<file path="src/rtl/serial_adder.sv">
// Bit-serial WIDTH-bit adder built from two half_adder cells per bit, with start/busy/done handshake.
// Optional signed-overflow output enabled by defining SERIAL_ADDER_OVERFLOW_EN.

module half_adder (
  input  logic i_a,
  input  logic i_b,
  output logic o_sum,
  output logic o_carry
);
  assign o_sum   = i_a ^ i_b;
  assign o_carry = i_a & i_b;
endmodule

module serial_adder #(
  parameter int unsigned WIDTH = 8
) (
  input  logic             clock,
  input  logic             reset,
  input  logic             start,
  input  logic [WIDTH-1:0] input_a,
  input  logic [WIDTH-1:0] input_b,
  output logic [WIDTH-1:0] sum,
  output logic             carry,
`ifdef SERIAL_ADDER_OVERFLOW_EN
  output logic             overflow,
`endif
  output logic             busy,
  output logic             done
);

  localparam int unsigned CW = (WIDTH > 1) ? $clog2(WIDTH) : 1;

  typedef enum logic [1:0] {IDLE, SHIFT, DONE} state_t;

  state_t           r_state, w_next;
  logic [WIDTH-1:0] r_a, r_b, r_sum, w_sum_shift;
  logic [CW-1:0]    r_cnt;
  logic             r_c, r_carry;
  logic             w_last, w_s0, w_c0, w_s, w_c1, w_cnext;
`ifdef SERIAL_ADDER_OVERFLOW_EN
  logic             r_ovf;
`endif

  half_adder u_ha0 (.i_a(r_a[0]), .i_b(r_b[0]), .o_sum(w_s0), .o_carry(w_c0));
  half_adder u_ha1 (.i_a(w_s0),   .i_b(r_c),    .o_sum(w_s),  .o_carry(w_c1));

  assign w_cnext = w_c0 | w_c1;
  assign w_last  = (r_cnt == CW'(WIDTH - 1));

  // Shift-right with the new bit at the MSB; written this way so WIDTH=1 needs no special slice.
  always_comb begin
    w_sum_shift            = r_sum >> 1;
    w_sum_shift[WIDTH-1]   = w_s;
  end

  always_ff @(posedge clock or posedge reset) begin
    if (reset) r_state <= IDLE;
    else       r_state <= w_next;
  end

  always_comb begin
    w_next = r_state;
    case (r_state)
      IDLE:    if (start) w_next = SHIFT;
      SHIFT:   if (w_last) w_next = DONE;
      DONE:    w_next = IDLE;
      default: w_next = IDLE;
    endcase
  end

  always_comb begin
    busy = 1'b0;
    done = 1'b0;
    case (r_state)
      SHIFT:   busy = 1'b1;
      DONE:    done = 1'b1;
      default: ;
    endcase
  end

  always_ff @(posedge clock or posedge reset) begin
    if (reset) begin
      r_a     <= '0;
      r_b     <= '0;
      r_sum   <= '0;
      r_cnt   <= '0;
      r_c     <= 1'b0;
      r_carry <= 1'b0;
`ifdef SERIAL_ADDER_OVERFLOW_EN
      r_ovf   <= 1'b0;
`endif
    end else begin
      case (r_state)
        IDLE: begin
          if (start) begin
            r_a   <= input_a;
            r_b   <= input_b;
            r_c   <= 1'b0;
            r_cnt <= '0;
          end
        end
        SHIFT: begin
          r_sum <= w_sum_shift;
          r_a   <= r_a >> 1;
          r_b   <= r_b >> 1;
          r_c   <= w_cnext;
          r_cnt <= r_cnt + CW'(1);
          if (w_last) begin
            r_carry <= w_cnext;
`ifdef SERIAL_ADDER_OVERFLOW_EN
            // r_c is the carry into the MSB at this point
            r_ovf   <= r_c ^ w_cnext;
`endif
          end
        end
        default: ;
      endcase
    end
  end

  assign sum   = r_sum;
  assign carry = r_carry;
`ifdef SERIAL_ADDER_OVERFLOW_EN
  assign overflow = r_ovf;
`endif

endmodule

</file>
<file path="config.mk">
export PLATFORM = sky130hd
export DESIGN_NAME = serial_adder
export DESIGN_NICKNAME = d
export VERILOG_FILES = /design/src/rtl/serial_adder.sv
export SDC_FILE = /design/constraint.sdc
export NUM_CORES = 1
export LEC_CHECK = 0
export CAP_MARGIN = 20
export CELL_PAD_IN_SITES_DETAIL_PLACEMENT = 1
export CELL_PAD_IN_SITES_GLOBAL_PLACEMENT = 1
export CORE_MARGIN = 1
export CORE_UTILIZATION = 42
export CTS_CLUSTER_SIZE = 24
export DETAILED_ROUTE_END_ITERATION = 10
export GPL_ROUTABILITY_DRIVEN = 0
export HOLD_SLACK_MARGIN = 0.02
export PLACE_DENSITY = 0.82
export SLEW_MARGIN = 20
export SYNTH_ARGS = -nofsm -noshare
export SYNTH_HDL_FRONTEND = slang
export SYNTH_SLANG_ARGS = --single-unit
</file>
<file path="constraint.sdc">
create_clock -name clock -period 2.6 [get_ports clock]
set_clock_uncertainty 0.15 [all_clocks]
set_input_delay 0.52 -clock clock [delete_from_list [all_inputs] [get_ports clock]]
set_output_delay 0.52 -clock clock [all_outputs]
set_load 0.01 [all_outputs]
</file>
After elaboration in Yosys (flattened, before gate mapping):

Index checks and enable logic that the tools add are counted.

* logic and storage cells: 36
* memory bits (writable): 0
* output and inout port bits: 11
* bits in latches: 0
* bits in read-only memories: 0
* memories: 0
* input port bits: 19
* register bits: 31

* multiplexer cells: 13
* bitwise gates (word level): 5
* divide/modulo/power cells: 0
* eq/ne operators: 5
* $add $sub $neg: 1
* shifts and indexed selects: 0
* multiply operators: 0
* $lt $le $gt $ge: 0
* reductions and logical operators: 5

Operator list (number)
* $pmux 8 s2: 2
* $mux 8: 2
* $pmux 3 s2: 1
* $reduce_and 2->1: 3
* $mux 2: 2
* $ne 2x2->1 const B: 2
* $pmux 2 s2: 1
* $add 3x1->3 const B: 1
* $eq 3x3->1 const B: 1
* $mux 1: 3
* $mux 3: 1
* $and 1x1->1: 2
* $eq 2x1->1 const B: 1
* $eq 2x2->1 const B: 1
* $logic_not 2->1: 1
* $pmux 1 s2: 1
* $reduce_bool 2->1: 1
* $xor 1x1->1: 2
* $or 1x1->1: 1

Logic depth before layout (Yosys ltp):

Gate-level depths: netlist of run 1.

* depth in word-level cells: 4
* gate-level depth with buffers: 5
* depth with buffers taken out: 4

Cells and area by module:

From an unflattened synthesis of run 1, not the netlist that was laid out.

* cell total of the unflattened synthesis: 131
* area total of the unflattened synthesis: 1497.7 µm²

Modules (own cells, without submodules)
* serial_adder: area an instance 1472.7 µm², sequential area each 775.7 µm², instances 1, cells each 129
* half_adder: area an instance 12.5 µm², sequential area each 0.0 µm², instances 2, cells each 1

Least setup slack after synthesis of run 1:

OpenSTA, ideal clock, no wires.

* path kind: flip-flop to output port
* start point: register r_state[1]
* end point: output port done
* path buffers: 2
* data required time: 1930 ps
* cell stages (with the launch flop): 4
* setup slack: 968 ps
* arrival time: 962 ps
* cells stage by stage: dfrtp_1 > buf_2 > buf_2 > nor2b_1

* longest elaborated chain between the ends: 2

RTL lines
* from (decl): line 35 `state_t r_state, w_next;`
* from (signal assigned): line 58 `else r_state <= w_next;`
* $eq 2x2->1: line 74 `case (r_state)`
* $mux 1: line 74
* to (decl): line 28 `output logic done`

Every way passes these cells.

Final worst setup path of run 1:

* start point: register r_state[0]
* end point: output port done

The elaborated chain is that of the path after synthesis.

==> flow_summary.yaml, run 1 <==
synth:
  synthCells: 139
  yosysMostFrequentCell: "dfrtp_1"
  synth_ff_type: "dfrtp_1"
  synth.ff_latch_count: 31
  syn_area_mm2: 0.001461
  yosysTopAreaCell: "dfrtp_1"
  synthArstFlopShare_pct: 100.0
  synth.area.top_cells: "dfrtp_1 53%, nand2_1 7.7%, a221oi_2 4.1%"
  synth_commonest_cells: "31 x dfrtp_1, 30 x nand2_1, 8 x nor3b_1, 8 x o21ai_0, 7 x nand2b_1"
  synth_top_area_share_pct: 53.08
  yosys_warnings: 0
  syn_nets: 161
  ys_seq_area_share_pct: 53.08
  synth.avg_cell_area_um2: 10.51
  synth_edf_count: 0
  yosys.cell_types.count: 25
timing:
  clock.fmax_mhz: 454.8
  hold_viol: 0
  rsz0062_at_grt: "false"
  tightestPinTransition_ns: 0.5361
  min_period_over_period_pct: 84.57
  min_period_ns: 2.199
  worst_hold_slack_ns: 0.3438
  worst_slack_ns: 0.4013
  finalSetupViolCount: 0
  max_slew_margin_pct: 64.13
  drv_slew: 0
  setup_tns_ns: 0
routing:
  drt_first_pass_iters: 4
  wl_met1_um: 1520
  via_per_inst: 5.242
  drc: 0
  top_layer_used: "met4"
  post_drt_wl_per_cell_um: 15.55
  drtIter0Drc: 23
  wl_um: 3405
  wl_met2_um: 1691
  routed-via-count: 1148
  drtAntennaViolNets: 0
  dr_wl_met3_um: 139
cts:
  cts_resized: 0
  clk-insertion-delay-late_ns: 0.33
  numCtsBuffers: 5
  cts_tree: "yes"
  clock-sinks: 31
  cts_max_level: 2
  cts-root-buf: "clkbuf_4"
  cts_setup_buffers: 0
  clkTransAtPathRegs_ns: 0.09
  clk_path_buf_depth: 2
  hold_buffers: 0
power_and_ir_drop:
  ir_drop_uv: 357.1
  power_density_mw_per_mm2: 1106
  p_leak_nw: 0.8180
placed_design:
  numPortBuffers: 29
  dp_hpwl_um: 2505
  preCtsSetupSlack_ns: 0.3037
die:
  core_mm2: 0.003337
  initial_core_util_pct: 43.79
  die_height_um: 60.99
  dieArea_mm2: 0.003719
  ios: 30
  rows: 21
  die_w_um: 60.99
cells_and_area:
  utilization_pct: 55.38
  antenna_cells: 0
  area_delta_synth_final_pct: 26.46
  nNetsFinal: 194
  drive_above_1_share_pct: 10.98
min_path:
  hold_class: "reg2reg"
worst_setup_path:
  start_kind: "flop"
  worstPathArrival_ns: 1.53
  crit_required_ns: 1.93
  path_max_fanout: 3
  end_kind: "output pin"
  setup.worst_path.class: "reg2out"
outcome:
  status: "completed"
global_route:
  grt_usage_pct: 22.09
  grt_pass1_wl_um: 5651
  grt_pass1_vias: 1185
  grt_start_max_net_pins: 32
  gr-total-overflow: 0
  antenna_found_initial: 0
run:
  drv_cap: 0
-- cell families after synthesis --
| logic type | count (synthesis) | synth area share, % |
|---|---|---|
| simple gates | 59 | 20.81 |
| compound gates | 31 | 17.38 |
| flops | 31 | 53.08 |
| buf+inv | 14 | 4.880 |
| fa+ha+maj | 3 | 3.082 |
| mux | 1 | 0.7705 |
-- cell type report --
| cell class | instances | area (µm²) |
|---|---|---|
| fill | 395 | 1489 |
| sequential | 31 | 775.7 |
| multi-input combinational | 94 | 614.3 |
| timing repair buffer | 34 | 327.8 |
| tap | 46 | 57.56 |
| clock buffer | 7 | 45.04 |
| inverter | 6 | 22.52 |
| clock inverter | 1 | 5.005 |
-- critical path: stages (launching register included) --
cell             delay [ns]
dfrtp_1                0.40
nor2b_1                0.22
clkdlybuf4s50_1        0.58
-- power by group --
part           total (W)  switching (W)  leakage, nW  internal [W]
combinational   0.000939       0.000472        0.410      0.000467
sequential      0.000839       0.000140        0.378      0.000699
clock           0.000265       0.000160       0.0293      0.000105
total            0.00204       0.000771        0.818       0.00127
-- through the flow --
stage | instance area (µm²) | cells | power [W]
CTS | 1848 | 219 | 0.002065
global route | 1848 | 219 | 0.002206
floorplan | 1461 | 139 | 0.001450
detailed placement | 1798 | 211 | 0.001801
global placement | 1798 | 211 | 0.001727
finish | 1848 | 219 | 0.002044
-- state kept, by name, summed over array words and instances, names as in the netlist --
signal,flops
carry,1
r_a,8
r_b,8
r_c,1
r_cnt,3
r_state,2
sum,8
-- cells in the final DEF, fill, tap and decap left out, drive strengths merged --
cell           instances
nand2b                 7
nor2                   4
nand2                 30
fa                     1
nand3b                 2
clkdlybuf4s50         29
a22o                   3
inv                    6
buf                    5
clkinv                 1
mux2                   1
and2                   1
clkbuf                 7
nor3b                  8
nor2b                  6
a221oi                 4
or2                    1
a221o                  4
ha                     2
o22a                   4
dfrtp                 31
a21oi                  6
o21ai                  8
o221a                  2
-- path summary, 6_finish.rpt --
check / startpoint / to / slack, ns / cells after the start
hold / removal: sum[0] / sum[0] / 0.34 / 2
hold reg to reg: sum[0] / sum[0] / 0.34 / 2
min in group asynchronous: reset / sum[1] / 0.42 / 3
setup reg to reg: r_state[0] / r_b[6] / 0.93 / 4
setup / recovery: r_state[0] / done / 0.40 / 2
max in group asynchronous: reset / r_b[5] / 1.58 / 3
-- routing by layer --
layer | track usage [%] | up-vias
li1 | - | 540
met4 | 8.766 | 0
met3 | 7.036 | 7
met1 | 27.32 | 570
met2 | 35.95 | 31
met5 | 0 | -
Power figures use the tool's default switching activity.
==> run 2, diff against run 1 <==
--- a/config.mk
+++ b/config.mk
@@ -9,12 +9,12 @@
 export CELL_PAD_IN_SITES_DETAIL_PLACEMENT = 1
 export CELL_PAD_IN_SITES_GLOBAL_PLACEMENT = 1
 export CORE_MARGIN = 1
-export CORE_UTILIZATION = 42
+export CORE_UTILIZATION = 39
 export CTS_CLUSTER_SIZE = 24
 export DETAILED_ROUTE_END_ITERATION = 10
 export GPL_ROUTABILITY_DRIVEN = 0
 export HOLD_SLACK_MARGIN = 0.02
-export PLACE_DENSITY = 0.82
+export PLACE_DENSITY = 0.77
 export SLEW_MARGIN = 20
 export SYNTH_ARGS = -nofsm -noshare
 export SYNTH_HDL_FRONTEND = slang
==> constraint.sdc (replaced) <==
create_clock -name clock -period 2.1 [get_ports clock]
set_clock_uncertainty 0.15 [all_clocks]
set_input_delay 0.42 -clock clock [delete_from_list [all_inputs] [get_ports clock]]
set_output_delay 0.42 -clock clock [all_outputs]
set_load 0.01 [all_outputs]
==> run 2 against run 1 <==
  * Register-to-register slack got worse by 0.56 ns
  * Count of clock-buffer cells in the layout fell by 1
  * Critical path depth increased by 1
  * Final cell count is 1.8% higher
  * Final area rose by 5.5%
  * Setup slack worse by 0.35 ns
  * Total power rose by 42%
  * Hold slack worse by 0.0061 ns
  * Critical endpoint is now busy
  * Largest cell class unchanged
==> flow_summary.yaml, run 2 (synthesis results as in run 1) <==
cts:
  clock-sinks: 31
  clkTransAtPathRegs_ns: 0.07
  cts_max_level: 2
  cts_tree: "yes"
  clk-insertion-delay-late_ns: 0.29
  numCtsBuffers: 5
  clk_path_buf_depth: 2
  cts-root-buf: "clkbuf_8"
routing:
  wl_um: 3698
  drt_first_pass_iters: 4
  routed-via-count: 1131
  drtIter0Drc: 76
  via_per_inst: 5.072
  drc: 0
  drtAntennaViolNets: 0
  post_drt_wl_per_cell_um: 16.58
run:
  drv_cap: 0
global_route:
  grt_pass1_vias: 1248
  antenna_found_initial: 0
  grt_usage_pct: 21.02
  gr-total-overflow: 0
  grt_start_max_net_pins: 32
  grt_pass1_wl_um: 6175
power_and_ir_drop:
  ir_drop_uv: 622.4
  power_density_mw_per_mm2: 1485
  p_leak_nw: 0.8679
cells_and_area:
  final_cell_mix: "30 x nand2_1, 30 x dfrtp_1, 29 x clkdlybuf4s50_1, 9 x buf_4"
  area_delta_synth_final_pct: 33.39
  nNetsFinal: 198
  nFillCells: 399
  antenna_cells: 0
  utilization_pct: 56.20
  drive_above_1_share_pct: 15.25
  post-route-cell-area_mm2: 0.001949
die:
  ios: 30
  die_w_um: 63.22
  core_mm2: 0.003468
  rows: 21
  dieArea_mm2: 0.003996
  initial_core_util_pct: 42.14
  die_height_um: 63.22
min_path:
  hold_class: "reg2reg"
  whs_endpoint: "r_cnt[0]"
  hold_depth: 1
  min-delay-start: "r_cnt[0]"
worst_setup_path:
  r2r_start: "r_state[1]"
  path_max_fanout: 4
  cpMaxStageDelayCell: "clkdlybuf4s50_1"
  r2r_cells: 5
  end_kind: "output pin"
  start_kind: "flop"
  crit_required_ns: 1.53
  startpoint: "r_state[1]"
  worst_r2r_endpoint: "carry"
  ff2ff_setup_slack_ns: 0.37
  slowest_delay_ns: 0.52
  setup.worst_path.class: "reg2out"
  worstPathCellList: "nand2b_1 -> inv_2 -> clkdlybuf4s50_1"
  worstPathArrival_ns: 1.48
timing:
  min_period_ns: 2.048
  worst_hold_slack_ns: 0.3377
  drv_slew: 0
  finalSetupViolCount: 0
  tightestPinTransition_ns: 0.3968
  hold_viol: 0
  setup_tns_ns: 0
  min_period_over_period_pct: 97.52
  rsz0062_at_grt: "false"
  clock.fmax_mhz: 488.3
  max_slew_margin_pct: 73.54
placed_design:
  dp_hpwl_um: 2647
  numPortBuffers: 29
  dpl_cell_area_mm2: 0.001821
outcome:
  status: "completed"
[run 2: how the worst max path moves through the flow]
stage / cells past startpoint / slack [ns] / endpoint
3_5_place_dp: 4 / 0.10 / r_b[1]
6_report: 3 / 0.05 / busy
5_1_grt: 3 / 0.005 / busy
3_3_place_gp: 4 / 0.18 / r_b[1]
2_1_floorplan: 3 / 0.57 / done
4_1_cts: 3 / 0.006 / busy
[run 2: metal layers]
layer | track usage [%] | vias to the layer above | wire [µm]
met3 | 4.167 | 7 | 108
met2 | 37.63 | 21 | 1993
met4 | 9.375 | 0 | 51
li1 | - | 554 | -
met1 | 24.01 | 549 | 1545
met5 | 0 | - | 0
[run 2: power breakdown]
| group | total (W) | switching [W] | internal [W] |
|---|---|---|---|
| Clock | 0.000613 | 0.000229 | 0.000384 |
| Sequential | 0.00105 | 0.000180 | 0.000869 |
| Combinational | 0.00123 | 0.000622 | 0.000612 |
[run 2: timing repair]
item | in CTS | in global routing
gates resized for setup | 2 | 0
hold buffers | 0 | 0
setup endpoints to repair | 2 | 1
gates cloned | 0 | 0
setup buffers | 0 | 1
[run 2: worst max-delay path, delay by kind of cell, from the launching register on]
family        cells  cell delay [ns]
buf+inv           2             0.59
flops             1             0.43
simple gates      1             0.17
[run 2: cell type report]
cell class              count  area, µm²  share of cell area (%)
clock buffers               6      82.58                   4.236
multi-input cells          94      616.8                   31.64
repair buffers             38      357.8                   18.36
inverters                   6      22.52                   1.155
clock inverters             2      35.03                   1.797
flip-flops and latches     31      777.0                   39.86
well taps                  46      57.56                   2.953
[run 2: through the flow]
stage	setup slack, ns	cells	total power (W)
floorplan	0.5675	139	0.001795
global placement	0.1831	214	0.002182
detailed placement	0.1002	214	0.002279
CTS	0.005690	222	0.002912
global route	0.005009	223	0.003087
finish	0.05200	223	0.002895
